### config.mk
export PLATFORM = sky130hd
export DESIGN_NAME = wb_arb_rr
export DESIGN_NICKNAME = d
export VERILOG_FILES = /design/src/rtl/wb_arb_rr.sv
export SDC_FILE = /design/constraint.sdc
export NUM_CORES = 1
export LEC_CHECK = 0
export ABC_AREA = 1
export BUFFER_PORTS_ARGS = -buffer_cell sky130_fd_sc_hd__buf_2
export CORE_AREA = 2 2 39 41
export DETAILED_ROUTE_END_ITERATION = 8
export DIE_AREA = 0 0 41 43
export GPL_TIMING_DRIVEN = 0
export PLACE_DENSITY = 0.67
export REMOVE_ABC_BUFFERS = 1
export SYNTH_ARGS = -nofsm -noshare
export SYNTH_HDL_FRONTEND = slang
export SYNTH_SLANG_ARGS = --single-unit
### constraint.sdc
create_clock -name CLK -period 2.6 [get_ports CLK]
set_clock_uncertainty 0.15 [all_clocks]
set_input_delay 0.52 -clock CLK [delete_from_list [all_inputs] [get_ports CLK]]
set_output_delay 0.52 -clock CLK [all_outputs]
set_load 0.05 [all_outputs]
### src/rtl/wb_arb_rr.sv
// Round-robin Wishbone bus arbiter with a 4-phase REQ/GNT handshake and registered outputs.
// Optional grant-tenure limit is enabled by defining WB_ARB_TIMEOUT_EN.
module wb_arb_rr #(
    parameter int NUM_MASTERS    = 4,
    parameter int IDX_W          = 2,
    parameter int TIMEOUT_CYCLES = 1024
) (
    input  logic                   CLK,
    input  logic                   RST_SYNC,
    input  logic                   EN,
    input  logic [NUM_MASTERS-1:0] WB_ARB_REQ_IN,
    output logic [NUM_MASTERS-1:0] WB_ARB_GNT_OUT,
    output logic [IDX_W-1:0]       WB_ARB_IDX_OUT,
    output logic                   WB_ARB_BUSY_OUT,
    output logic                   WB_ARB_TIMEOUT_OUT
);

    if (IDX_W != $clog2(NUM_MASTERS) || NUM_MASTERS < 2 || NUM_MASTERS > 8 ||
        TIMEOUT_CYCLES < 2) begin : g_bad_params
        $error("wb_arb_rr: illegal parameter combination");
    end

    typedef enum logic [1:0] {
        ST_IDLE    = 2'd0,
        ST_GRANT   = 2'd1,
        ST_RELEASE = 2'd2
`ifdef WB_ARB_TIMEOUT_EN
        , ST_REVOKE = 2'd3
`endif
    } state_t;

    state_t                  r_state;
    logic [NUM_MASTERS-1:0]  r_gnt;
    logic [IDX_W-1:0]        r_last;
    logic                    r_busy;

    state_t                  w_state_nxt;
    logic [NUM_MASTERS-1:0]  w_gnt_nxt;
    logic [IDX_W-1:0]        w_last_nxt;
    logic                    w_busy_nxt;

    logic                    w_req_any;
    logic                    w_owner_req;
    logic [IDX_W-1:0]        w_sel;
    logic [IDX_W-1:0]        w_cand;

`ifdef WB_ARB_TIMEOUT_EN
    localparam int TW = $clog2(TIMEOUT_CYCLES);

    logic          r_timeout;
    logic [TW-1:0] r_tenure;
    logic          w_timeout_nxt;
    logic [TW-1:0] w_tenure_nxt;
    logic          w_expired;
`endif

    // Candidate k steps after the last owner, wrapped into 0..NUM_MASTERS-1.
    function automatic logic [IDX_W-1:0] wrap_add(input logic [IDX_W-1:0] base, input int k);
        int s;
        s = int'(base) + k;
        if (s >= NUM_MASTERS) s = s - NUM_MASTERS;
        return IDX_W'(s);
    endfunction

    assign w_req_any   = |WB_ARB_REQ_IN;
    assign w_owner_req = WB_ARB_REQ_IN[r_last];

    // Walk from farthest to nearest so the nearest requester after the last owner wins.
    always_comb begin
        w_sel  = r_last;
        w_cand = r_last;
        for (int k = NUM_MASTERS; k >= 1; k--) begin
            w_cand = wrap_add(r_last, k);
            if (WB_ARB_REQ_IN[w_cand]) w_sel = w_cand;
        end
    end

`ifdef WB_ARB_TIMEOUT_EN
    assign w_expired = (r_tenure == TW'(TIMEOUT_CYCLES - 1));
`endif

    always_comb begin
        // NOTE: every next-value signal is defaulted first so no path leaves one unassigned (no latches).
        w_state_nxt = r_state;
        w_gnt_nxt   = r_gnt;
        w_last_nxt  = r_last;
        w_busy_nxt  = r_busy;
`ifdef WB_ARB_TIMEOUT_EN
        w_timeout_nxt = 1'b0;
        w_tenure_nxt  = r_tenure;
`endif
        case (r_state)
            ST_IDLE: begin
                if (EN && w_req_any) begin
                    w_gnt_nxt   = NUM_MASTERS'(1) << w_sel;
                    w_last_nxt  = w_sel;
                    w_busy_nxt  = 1'b1;
                    w_state_nxt = ST_GRANT;
`ifdef WB_ARB_TIMEOUT_EN
                    w_tenure_nxt = '0;
`endif
                end
            end
            ST_GRANT: begin
                // A normal release outranks tenure expiry in the same cycle.
                if (!w_owner_req) begin
                    w_gnt_nxt   = '0;
                    w_busy_nxt  = 1'b0;
                    w_state_nxt = ST_RELEASE;
                end
`ifdef WB_ARB_TIMEOUT_EN
                else if (w_expired) begin
                    w_gnt_nxt     = '0;
                    w_busy_nxt    = 1'b0;
                    w_timeout_nxt = 1'b1;
                    w_state_nxt   = ST_REVOKE;
                end else begin
                    w_tenure_nxt = r_tenure + TW'(1);
                end
`endif
            end
            ST_RELEASE: begin
                w_state_nxt = ST_IDLE;
            end
`ifdef WB_ARB_TIMEOUT_EN
            ST_REVOKE: begin
                // The revoked owner must drop REQ before anyone is arbitrated again.
                if (!w_owner_req) w_state_nxt = ST_RELEASE;
            end
`endif
            default: begin
                w_state_nxt = ST_IDLE;
                w_gnt_nxt   = '0;
                w_busy_nxt  = 1'b0;
            end
        endcase
    end

    always_ff @(posedge CLK) begin
        // NOTE: state registers use non-blocking assignment so all of them update from pre-edge values.
        if (RST_SYNC) begin
            r_state <= ST_IDLE;
            r_gnt   <= '0;
            r_last  <= IDX_W'(NUM_MASTERS - 1);
            r_busy  <= 1'b0;
`ifdef WB_ARB_TIMEOUT_EN
            r_timeout <= 1'b0;
            r_tenure  <= '0;
`endif
        end else begin
            r_state <= w_state_nxt;
            r_gnt   <= w_gnt_nxt;
            r_last  <= w_last_nxt;
            r_busy  <= w_busy_nxt;
`ifdef WB_ARB_TIMEOUT_EN
            r_timeout <= w_timeout_nxt;
            r_tenure  <= w_tenure_nxt;
`endif
        end
    end

    assign WB_ARB_GNT_OUT  = r_gnt;
    assign WB_ARB_IDX_OUT  = r_last;
    assign WB_ARB_BUSY_OUT = r_busy;
`ifdef WB_ARB_TIMEOUT_EN
    assign WB_ARB_TIMEOUT_OUT = r_timeout;
`else
    assign WB_ARB_TIMEOUT_OUT = 1'b0;
`endif

endmodule

==> results.md <==
- Die Ht: 43 um
- CTS tree: built
- Maxcap violations: 0
- Row cnt: 14
- Cell area after layout: between 600 and 700 um2
- HPWL Detailed: 848 um
- Net Switching: approximately 0.00021 W
- Synth Register Bits: 9
- WP buf/inv: 1
- Crit path max-delay family: flip-flops
- Final hold violations: 0
- Slowest cell on the critical path: dfxtp_1
- Part of the power in combinational logic: 42.7%
- Initial antenna violation count: 0
- Setup Buffers After CTS: 0
- Sequential power share: 35.4%
- Outcome: finished, final reports clean
- DR vias: 585
- Remaining DRCs: 0
- Crit start category: register
- Cell area power density: 732 mW/mm2
- Overall Power: approximately 0.00049 W
- First-pass DRT Iterations: 4
- Clock Power Share: 22.0%
- TritonCTS Buffers: 3
- CTS Root Cell: clkbuf_4
- Pin count of the biggest net entering global routing: 13
- PostCTS Resize Cnt: 0
- Port buffer count: 13
- Post-synth top area cell: dfxtp_1
- Antenna cells: 0
- Total GRT Usage: around 15%
- Synthesized instance count: 93
- Vias in the first global route: 490
- Synth Area in Simple Gates: a little over two fifths
- Antenna Nets Post-Route: 0
- Congestion Overflow GR: 0
- Multi-input logic area: 329 um2
- Starting density of the core: 41.7%
- Worst-path clk slew: 0.06 ns
- Netlist cell types: 17
- Syn Area/Cell: roughly 6.2 um2
- Final Max Slew Viols: 0
- Adder-cell area share of the yosys netlist: 0%
- Nets@finish: around 120
- Peak Freq: 547 MHz
- Final worst-path setup slack: a little under 0.8 ns
- Req. time, crit path: 1.93 ns
- Sw Ratio: 43.8%
- Setup_tns: 0 ns
- Crit. End Element: primary output
- Internal power: 0.000274 W
- Global-route wire length before repair: 1930 um
- Hold_ws: roughly 0.31 ns
- Min Tclk post-route: 1.83 ns
- Fill cells: 153
- Full die area: 0.00176 mm2
- Max Root-Sink Buffers: 2
- Register area: 180 um2
- Most frequent cells in the layout: nand2_1 (35), buf_2 (13), inv_1 (10)
- DR vias/cell: 4.76
- WL per Instance: 8.91 um
- Final Setup Violations: 0
- Worst-path fanout max: 12
- IO Count: 15
- Post-synthesis compound-gate area fraction: 13.0%
- Yosys warning total: 0
- Post-synthesis mux area share: 0%
- Top cell type's share of synthesized area: 31.2%
- Worst min path class: reg -> reg
- Commonest non-fill, non-tap cell in the layout: nand2_1
- Main combinational cell family by area after synthesis: simple AND/OR/NAND/NOR gates
- Growth of design area from synthesis to finish: 15.4%
- Clk_lat worst skew: 0.26 ns
- Drt total wl: 1100 um
- Share of cells above drive strength 1: 23.4%
- Synth area leaders: dfxtp_1 (31%), nand2_1 (23%), a21oi_1 (7.8%)
- Placed cell areas: between 600 and 700 um2
- CTS H-tree depth: 1
- RSZ-0062 raised after global routing: no
- Crit-path cells: buf_2
- Clock Sinks: 9
- Mapped Area: 577 um2
- CP arrival: about 1.2 ns
- XOR/XNOR Fraction of Synth Area: 0%
- Dpl ws: ~0.8 ns
- Area of the core: between 0.001 and 0.0015 mm2
- Initial drt markers: 5
- Fin crit share: 70.3%
- Crit Path Class: reg -> out
- Worst VDD drop: 332 uV
- Width of the die: 41 um
- CTS Hold Buffers Added: 0
- Seq/Total Area, Yosys: 31.2%
- Max incr delay on CP: 0.56 ns
- Leakage: 0.355 nW
- Routability Congestion: between 0.7 and 0.8
==> registers in the layout (all words and copies together) (netlist names) <==
| register | flops |
|---|---|
| r_state | 2 |
| WB_ARB_IDX_OUT | 2 |
| WB_ARB_BUSY_OUT | 1 |
| WB_ARB_GNT_OUT | 4 |
==> area by class of cell <==
class,instances,area share [%]
clock buffers,4,3.95
inverters,12,6.77
multi-input cells,69,49.4
flip-flops and latches,9,27.1
well taps,16,3.01
repair buffers,13,9.77
==> cell usage after synthesis <==
cell	n
a21oi_1	9
buf_1	1
buf_4	1
buf_6	1
conb_1	1
dfxtp_1	9
inv_1	10
inv_2	2
nand2_1	35
nand2_2	4
nand3_1	9
nand4_1	4
nor2_1	2
nor3_4	1
o211ai_1	1
o21ai_0	1
o21ai_2	2
==> cells by family (layout without fill, tap and decap cells) <==
logic type,count (synthesis),count (layout)
compound gates,13,13
other cells,1,1
flops,9,9
simple gates,55,55
buf+inv,15,29
==> power groups by stage <==
| stage | clock, W | sequential (W) | combinational, W |
|---|---|---|---|
| floorplan | 0 | 0.000220 | 0.000121 |
| global placement | 0 | 0.000175 | 0.000206 |
| detailed placement | 0 | 0.000175 | 0.000208 |
| CTS | 0.000113 | 0.000172 | 0.000209 |
| global route | 0.000120 | 0.000175 | 0.000231 |
| finish | 0.000107 | 0.000172 | 0.000208 |
==> metal layers <==
metal  wire length, um  up-vias  global-route usage [%]
met5                 0        -                       0
met4                 0        0                    8.00
met3                50        0                    1.57
met2               493       11                    22.5
met1               552      247                    21.3
li1                  -      327                       -
==> final timing paths <==
check / from / to / slack (ns) / depth (start not counted)
setup / recovery: WB_ARB_IDX_OUT[0] / WB_ARB_IDX_OUT[0] / 0.77 / 1
setup reg to reg: WB_ARB_IDX_OUT[0] / WB_ARB_GNT_OUT[3] / 0.80 / 8
hold / removal: WB_ARB_GNT_OUT[0] / WB_ARB_GNT_OUT[0] / 0.31 / 2
hold reg to reg: WB_ARB_GNT_OUT[0] / WB_ARB_GNT_OUT[0] / 0.31 / 2
==> metrics by stage <==
| step | util [%] | instances |
|---|---|---|
| after floorplan | - | 90 |
| after global placement | 46.2 | 119 |
| after detailed placement | 46.2 | 119 |
| after CTS | 48.1 | 123 |
| after global routing | 48.1 | 123 |
| final | 48.1 | 123 |
(Power assumes the default switching activity.)
